<file path="src/rtl/uart_pkg.sv">
// uart_pkg: state encoding, divisor width and parity helper shared by the UART TX and RX controllers.
package uart_pkg;

    typedef enum logic [2:0] {IDLE, ALIGN, START, DATA, PARITY, STOP} uart_state_t;

    localparam int DVSR_W = 11;
    localparam logic [DVSR_W-1:0] DVSR_DEFAULT = 11'd325;

    // Callers zero-extend narrower frames; the extra zeros do not change the XOR.
    function automatic logic parity_bit(input logic [7:0] data, input logic odd);
        return ^data ^ odd;
    endfunction

endpackage

</file>
<file path="src/rtl/uart_tx_ctrl.sv">
// uart_tx_ctrl: sequences one serial frame per accepted byte on the baud tick and owns the
// baud divisor, deferring mid-frame divisor writes until the frame has finished.
module uart_tx_ctrl
    import uart_pkg::*;
#(
    parameter int DBIT = 8,
    parameter int SB_TICK = 1,
    parameter bit PARITY_EN = 1'b0,
    parameter bit PARITY_ODD = 1'b0,
    parameter logic [DVSR_W-1:0] DVSR_RST = DVSR_DEFAULT
) (
    input  logic              clk,
    input  logic              rst,
    input  logic              baud_trig_tx,
    output logic [DVSR_W-1:0] dvsr,
    input  logic              cfg_wr,
    input  logic [DVSR_W-1:0] cfg_dvsr,
    output logic              cfg_err,
    input  logic [DBIT-1:0]   tx_data,
    input  logic              tx_valid,
    output logic              tx_ready,
    output logic              tx,
    output logic              tx_busy,
    output logic              tx_done
);

    localparam logic [2:0] LAST_BIT = 3'(DBIT - 1);
    localparam logic [2:0] LAST_STOP = 3'(SB_TICK - 1);

    uart_state_t       state, state_n;
    logic [DBIT-1:0]   shift, shift_n;
    logic [2:0]        cnt, cnt_n;
    logic              par, par_n;
    logic              tx_n, done_n;
    logic              finish, wr_ok;
    logic [DVSR_W-1:0] pend;
    logic              pend_valid;

    assign tx_ready = state == IDLE && !pend_valid;
    assign tx_busy  = state != IDLE;
    assign wr_ok    = cfg_wr && cfg_dvsr != '0;
    assign finish   = state == STOP && baud_trig_tx && cnt == LAST_STOP;

    always_comb begin
        state_n = state;
        shift_n = shift;
        cnt_n   = cnt;
        par_n   = par;
        tx_n    = tx;
        done_n  = 1'b0;
        case (state)
            IDLE: begin
                tx_n = 1'b1;
                if (tx_valid && tx_ready) begin
                    state_n = ALIGN;
                    shift_n = tx_data;
                    par_n   = parity_bit(8'(tx_data), PARITY_ODD);
                end
            end
            ALIGN: if (baud_trig_tx) begin
                state_n = START;
                tx_n    = 1'b0;
            end
            START: if (baud_trig_tx) begin
                state_n = DATA;
                tx_n    = shift[0];
                cnt_n   = '0;
            end
            DATA: if (baud_trig_tx) begin
                state_n = cnt != LAST_BIT ? DATA : (PARITY_EN ? PARITY : STOP);
                shift_n = shift >> 1;
                cnt_n   = cnt != LAST_BIT ? cnt + 3'd1 : 3'd0;
                tx_n    = cnt != LAST_BIT ? shift[1] : (PARITY_EN ? par : 1'b1);
            end
            PARITY: if (baud_trig_tx) begin
                state_n = STOP;
                tx_n    = 1'b1;
                cnt_n   = '0;
            end
            STOP: if (baud_trig_tx) begin
                state_n = finish ? IDLE : STOP;
                cnt_n   = cnt + 3'd1;
                done_n  = finish;
            end
            default: state_n = IDLE;
        endcase
    end

    // A write landing on the final stop edge is newer than anything pending, so it wins.
    always_ff @(posedge clk) begin
        if (rst) begin
            state      <= IDLE;
            shift      <= '0;
            cnt        <= '0;
            par        <= 1'b0;
            tx         <= 1'b1;
            tx_done    <= 1'b0;
            cfg_err    <= 1'b0;
            dvsr       <= DVSR_RST;
            pend       <= '0;
            pend_valid <= 1'b0;
        end else begin
            state   <= state_n;
            shift   <= shift_n;
            cnt     <= cnt_n;
            par     <= par_n;
            tx      <= tx_n;
            tx_done <= done_n;
            cfg_err <= cfg_wr && cfg_dvsr == '0;
            if (wr_ok && (state == IDLE || finish))
                dvsr <= cfg_dvsr;
            else if (finish && pend_valid)
                dvsr <= pend;
            if (wr_ok && state != IDLE && !finish) begin
                pend       <= cfg_dvsr;
                pend_valid <= 1'b1;
            end else if (finish) begin
                pend_valid <= 1'b0;
            end
        end
    end

endmodule

</file>
<file path="config.mk">
export PLATFORM = sky130hd
export DESIGN_NAME = uart_tx_ctrl
export DESIGN_NICKNAME = d
export VERILOG_FILES = /design/src/rtl/uart_pkg.sv /design/src/rtl/uart_tx_ctrl.sv
export SDC_FILE = /design/constraint.sdc
export NUM_CORES = 1
export LEC_CHECK = 0
export ABC_AREA = 0
export ABC_CLOCK_PERIOD_IN_PS = 1500
export CORE_ASPECT_RATIO = 1.1
export CORE_MARGIN = 2
export CORE_UTILIZATION = 25
export DETAILED_ROUTE_END_ITERATION = 7
export PLACE_DENSITY = 0.44
export SETUP_SLACK_MARGIN = 0.05
export SLEW_MARGIN = 20
export SYNTH_ARGS = -nofsm -noshare
export SYNTH_HDL_FRONTEND = slang
export SYNTH_SLANG_ARGS = --single-unit
</file>
<file path="constraint.sdc">
create_clock -name clk -period 1.5 [get_ports clk]
set_input_delay 0.3 -clock clk [delete_from_list [all_inputs] [get_ports clk]]
set_output_delay 0.3 -clock clk [all_outputs]
set_load 0.02 [all_outputs]
</file>
* Word-level counts from Yosys, hierarchy flattened
Cells that the tools add are included.
** Storage, ports and cells
- Register bits after elaboration :: 40
- Input port bits :: 24
** Cells by class
- Add/sub/neg operators :: 1
- Equal/unequal tests :: 13
- Muxes and demuxes :: 27
- Bitwise operators :: 2
- Reductions and logical operators :: 29
** Operator list (number)
- $mux 3 :: 12
- $mux 11 :: 2
- $pmux 3 s6 :: 1
- $mux 8 :: 2
- $pmux 8 s2 :: 1
- $logic_not 11->1 :: 1
- $reduce_bool 11->1 :: 1
- $logic_and 1x1->1 :: 10
- $ne 2x2->1 const B :: 5
- $pmux 3 s3 :: 1
- $mux 1 :: 7
- $eq 3x2->1 const B :: 2
- $eq 3x3->1 const B :: 2
- $logic_not 3->1 :: 2
- $reduce_and 6->1 :: 1
- $reduce_bool 2->1 :: 3
- $reduce_bool 3->1 :: 2
- $pmux 1 s5 :: 1
- $reduce_and 5->1 :: 1
- $reduce_bool 5->1 :: 1
- $ne 2x1->1 const B :: 2
- $reduce_and 4->1 :: 1
- $add 3x1->3 const B :: 1
- $eq 3x1->1 const B :: 1
- 7 further kinds :: 9

* Longest topological paths before layout
- Depth after elaboration :: 6
- Gate-level depth with buffers :: 7
- Depth with buffers taken out :: 6

* Worst setup path after synthesis
OpenSTA, ideal clock, no wires.
- Path kind :: reg-to-reg
- Start point :: register cnt[0]
- End point :: register dvsr[6]
- Library setup time :: 59 ps
- Data arrival time :: 1603 ps
- Setup slack :: -162 ps
- Cell stages (with the launch flop) :: 8
- Path buffers :: 1
- Clock period less this slack :: 1662 ps
- Cell sequence :: dfxtp_1 -> inv_1 -> ha_1 -> nand4b_1 -> a211o_1 -> buf_2 -> o221ai_1 -> o31a_1
** Between the ends
- Word-level cells in the longest chain between the ends :: 5
- Elaborated cells on any way between the ends :: 7
** Ends and longest elaborated chain
- from (decl) :: RTL line uart_tx_ctrl.sv:32 : logic [2:0] cnt, cnt_n;
- from (signal assigned) :: RTL line uart_tx_ctrl.sv:105 : cnt <= cnt_n;
- $logic_not 3->1 * :: RTL line uart_tx_ctrl.sv:42 : assign finish = state == STOP && baud_trig_tx && cnt == LAST_STOP;
- $logic_and 1x1->1 * :: RTL line uart_tx_ctrl.sv:42
- $logic_or 1x1->1 :: RTL line uart_tx_ctrl.sv:110 : if (wr_ok && (state == IDLE || finish))
- $logic_and 1x1->1 :: RTL line uart_tx_ctrl.sv:110
- $mux 11 / $reduce_bool 2->1 (equally long branches)
- to (signal assigned) :: RTL line uart_tx_ctrl.sv:111 : dvsr <= cfg_dvsr;
- to (signal assigned) :: RTL line uart_tx_ctrl.sv:113 : dvsr <= pend;
- to (decl) :: RTL line uart_tx_ctrl.sv:15 : output logic [DVSR_W-1:0] dvsr,
Mark *: on every way between the ends. The rest lies on a longest branch, timed or not.
A chain may end at the register's enable or synchronous reset.

* Worst setup path in the final report
Same ends and word-level chain as after synthesis.

==> flow_summary_export.csv <==
group,metric,value,unit
outcome,status,"complete, but fails checks",
outcome,violations,"negative setup slack",
worst_setup_path,reg2reg_from,"cnt[0]$_SDFFE_PP0P_",
place,place_congestion,0.736,
final_layout,fillers,780,
die,coreArea,7960,sq um
route,antenna_left,0,
worst_setup_path,endpoint,"dvsr[6]$_SDFFE_PP1P_",
logic_synthesis,synth.distinct_cells,51,
clocking,cts_buffers,5,
logic_synthesis,yosysTopAreaCellShare,39.0,%
power,p_leak,1.41,nW
logic_synthesis,synth_edf_count,0,
logic_synthesis,syn_inst,219,
sta,fin_hold_ws,0.451,ns
clocking,cts_tree,"built",
sta,setup_slack,-0.240,ns
route,wl_per_cell,16.6,microns
worst_setup_path,crit_arrival,1.98,ns
logic_synthesis,synth_xor_area_share,0,%
logic_synthesis,synthFlopType,"dfxtp_1",
final_layout,drive_above_1_share,47.3,%
final_layout,fin_area,3690,sq um
route,viasPerCell,5.13,
worst_setup_path,criticalPathCategory,"reg -> reg",
sta,slew_viol_final,0,
logic_synthesis,synthSimpleGateAreaFrac,19.0,%
grt,grt-ovfl-total,0,
logic_synthesis,ys_warn_count,0,
route,drc,0,
sta,setup_violations,34,
die,dieWidth,90.4,microns
final_layout,areaGrowthSynthToFinish,79.6,%
clocking,cts_max_path_buffers,2,
logic_synthesis,synth_top_family_by_area,"compound AO/OA/AOI/OAI gates",
worst_setup_path,r2r_end,"dvsr[6]$_SDFFE_PP1P_",
worst_setup_path,r2r_cells,8,
logic_synthesis,async_flop_share,0,%
sta,fin_crit,1.74,ns
logic_synthesis,synth_area_leader_cell,"dfxtp_1",
logic_synthesis,yosysSeqAreaShare,39.0,%
logic_synthesis,synthTopCellsByArea,"dfxtp_1, a311oi_2, mux2i_1",
sta,worst_pin_slew,0.293,ns
route,vias,2160,
sta,finalCritPeriodShare,116,%
grt,gr-usage-all-layers,15.6,%
logic_synthesis,synthMuxAreaShare,4.94,%
die,io-pin-count,40,
sta,slew_headroom,80.5,%
worst_setup_path,crit_fanout,6,
sta,fmax,0.575,GHz
grt,grt_max_degree,17,
clocking,hold_buffers,0,
route,dr.pass1.iters,5,
clocking,numClockSinks,40,
job,cap_violations,0,
logic_synthesis,syn_area_per_cell,9.38,sq um
die,initial_utilization,25.8,%
route,drtIter0Drc,78,
clocking,cts_max_level,2,
logic_synthesis,synth_compound_area_share,28.7,%
sta,finalHoldViolations,0,
place,io_buffers,39,
worst_setup_path,critical_path.startpoint_type,"flip-flop",
sta,finalSetupTns,-4.62,ns
clocking,clk_latency,0.29,ns
power,power.total,3.34,mW
place,dp.final_hpwl,4210,microns
die,row_count,34,
logic_synthesis,synth.cell_area,2050,sq um
grt,grt_pass1_wl,11300,microns
worst_setup_path,crit_start,"cnt[0]$_SDFFE_PP0P_",
sta,fin_skew,0.00302,ns
grt,grt_pass1_vias,2257,
clocking,cts-root-buf,"clkbuf_8",
final_layout,fin_nets,339,
worst_setup_path,critPathRequiredTime,1.74,ns
route,wl,7000,microns
power,power_density,906,nW/um^2
logic_synthesis,yosys_register_bits,40,
worst_setup_path,end_kind,"flip-flop",
clocking,clkSlewWorstSetupHoldPaths,0.08,ns
power,ir_drop,413,uV
die,dieArea,8950,sq um
die,die_h,99.1,microns
final_layout,diodes,0,
place,place_area,2970,sq um
logic_synthesis,synth_nets,246,
worst_hold_path,hold_path.class,"in -> reg",
worst_setup_path,rrSetupSlack,-0.24,ns
logic_synthesis,synthAdderAreaFrac,1.83,%
grt,antenna_found_initial,0,
sta,rsz0062_at_grt,"yes",
-- logic make-up after synthesis --
kind of cell	count (synthesis)
AO/OA/AOI/OAI	73
adder cells (fa/ha/maj)	3
buffers and inverters	27
flip-flops	40
multiplexers	10
AND/OR/NAND/NOR	66
-- critical path, stage by stage, from the launching register on --
cell and delay [ns]:
dfxtp_2 0.33, inv_2 0.07, ha_4 0.12, nand4b_1 0.12
buf_4 0.19, a211o_4 0.37, clkbuf_16 0.18, o221ai_2 0.17
o31a_1 0.15
-- sequential cells by signal (all words and copies together) (netlist names) --
signal / flops
cfg_err: 1
state: 3
tx: 1
cnt: 3
pend_valid: 1
pend: 11
tx_done: 1
dvsr: 11
shift: 8
-- synthesized netlist by cell type (2+ instances only) --
cell type,number
a31o_1,9
mux2i_1,9
o31a_1,4
o21ai_0,7
nor3b_1,2
a311oi_2,7
nand2_1,6
nor4_1,2
nand4_1,2
a21oi_1,16
nor2b_1,3
a311oi_1,7
a21oi_2,2
o221ai_1,5
buf_2,6
clkbuf_1,11
nor4b_1,7
nand3b_1,2
nor3_1,17
ha_1,3
dfxtp_1,40
nor2_1,4
o21ai_1,3
buf_4,2
nand2b_1,2
inv_1,5
nand3_1,12
-- timing repair --
item	CTS	global route
setup endpoints to repair	50	39
setup buffers	9	3
cloned	3	2
gates resized for setup	79	39
pin swaps	15	24
-- metrics by stage --
step | instances | worst slack, ns | utilization [%]
after floorplan | 219 | -0.0746 | -
after global placement | 396 | -0.669 | 37.3
after detailed placement | 396 | -0.649 | 37.3
after CTS | 416 | -0.131 | 42.9
after global routing | 421 | -0.316 | 46.4
final | 421 | -0.240 | 46.4
-- area by class of cell --
type / count / area [sq um] / area share, %
well taps: 108 / 135 / 3.66
repair buffers: 107 / 1090 / 29.6
clock inverters: 1 / 30.0 / 0.814
inverters: 5 / 18.8 / 0.509
clock buffers: 7 / 96.3 / 2.61
multi-input cells: 153 / 1510 / 40.9
flip-flops and latches: 40 / 807 / 21.9
-- power by group --
| group | internal (mW) | switching (mW) |
|---|---|---|
| registers | 1.16 | 0.0649 |
| clock network | 0.588 | 0.410 |
| logic | 0.589 | 0.534 |
| total | 2.33 | 1.01 |
-- worst min-delay path by stage --
| stage | startpoint | endpoint | slack, ns | cells after the start |
|---|---|---|---|---|
| floorplan | cfg_dvsr[0] | dvsr[0]$_SDFFE_PP1P_ | 0.44 | 1 |
| global placement | pend[3]$_SDFFE_PP0P_ | pend[3]$_SDFFE_PP0P_ | 0.46 | 1 |
| detailed placement | pend[3]$_SDFFE_PP0P_ | pend[3]$_SDFFE_PP0P_ | 0.46 | 1 |
| CTS | pend[3]$_SDFFE_PP0P_ | pend[3]$_SDFFE_PP0P_ | 0.48 | 1 |
| global route | cfg_dvsr[2] | dvsr[2]$_SDFFE_PP1P_ | 0.46 | 3 |
| finish | cfg_dvsr[2] | dvsr[2]$_SDFFE_PP1P_ | 0.45 | 3 |
-- layout by cell type (no fill, tap or decap), types with 6 or more instances in the layout --
cell | Yosys | layout
o21ai_0 | 7 | 7
dlygate4sd2_1 | 0 | 19
buf_12 | 0 | 8
clkbuf_8 | 0 | 7
nand3_1 | 12 | 9
a311oi_2 | 7 | 11
buf_6 | 1 | 11
a21oi_1 | 16 | 10
buf_4 | 2 | 46
a31o_1 | 9 | 9
mux2i_1 | 9 | 8
dfxtp_1 | 40 | 35
clkdlybuf4s50_1 | 0 | 15
nor3_2 | 0 | 8
nand2_1 | 6 | 6
-- layer usage --
| layer | track usage [%] | vias up | routed length (microns) |
|---|---|---|---|
| li1 | - | 1049 | - |
| met1 | 19.1 | 1040 | 3190 |
| met2 | 27.6 | 60 | 3430 |
| met3 | 3.21 | 11 | 261 |
| met4 | 4.50 | 0 | 121 |
| met5 | 0 | - | 0 |
Note: power is estimated with default switching activity, not from simulation.
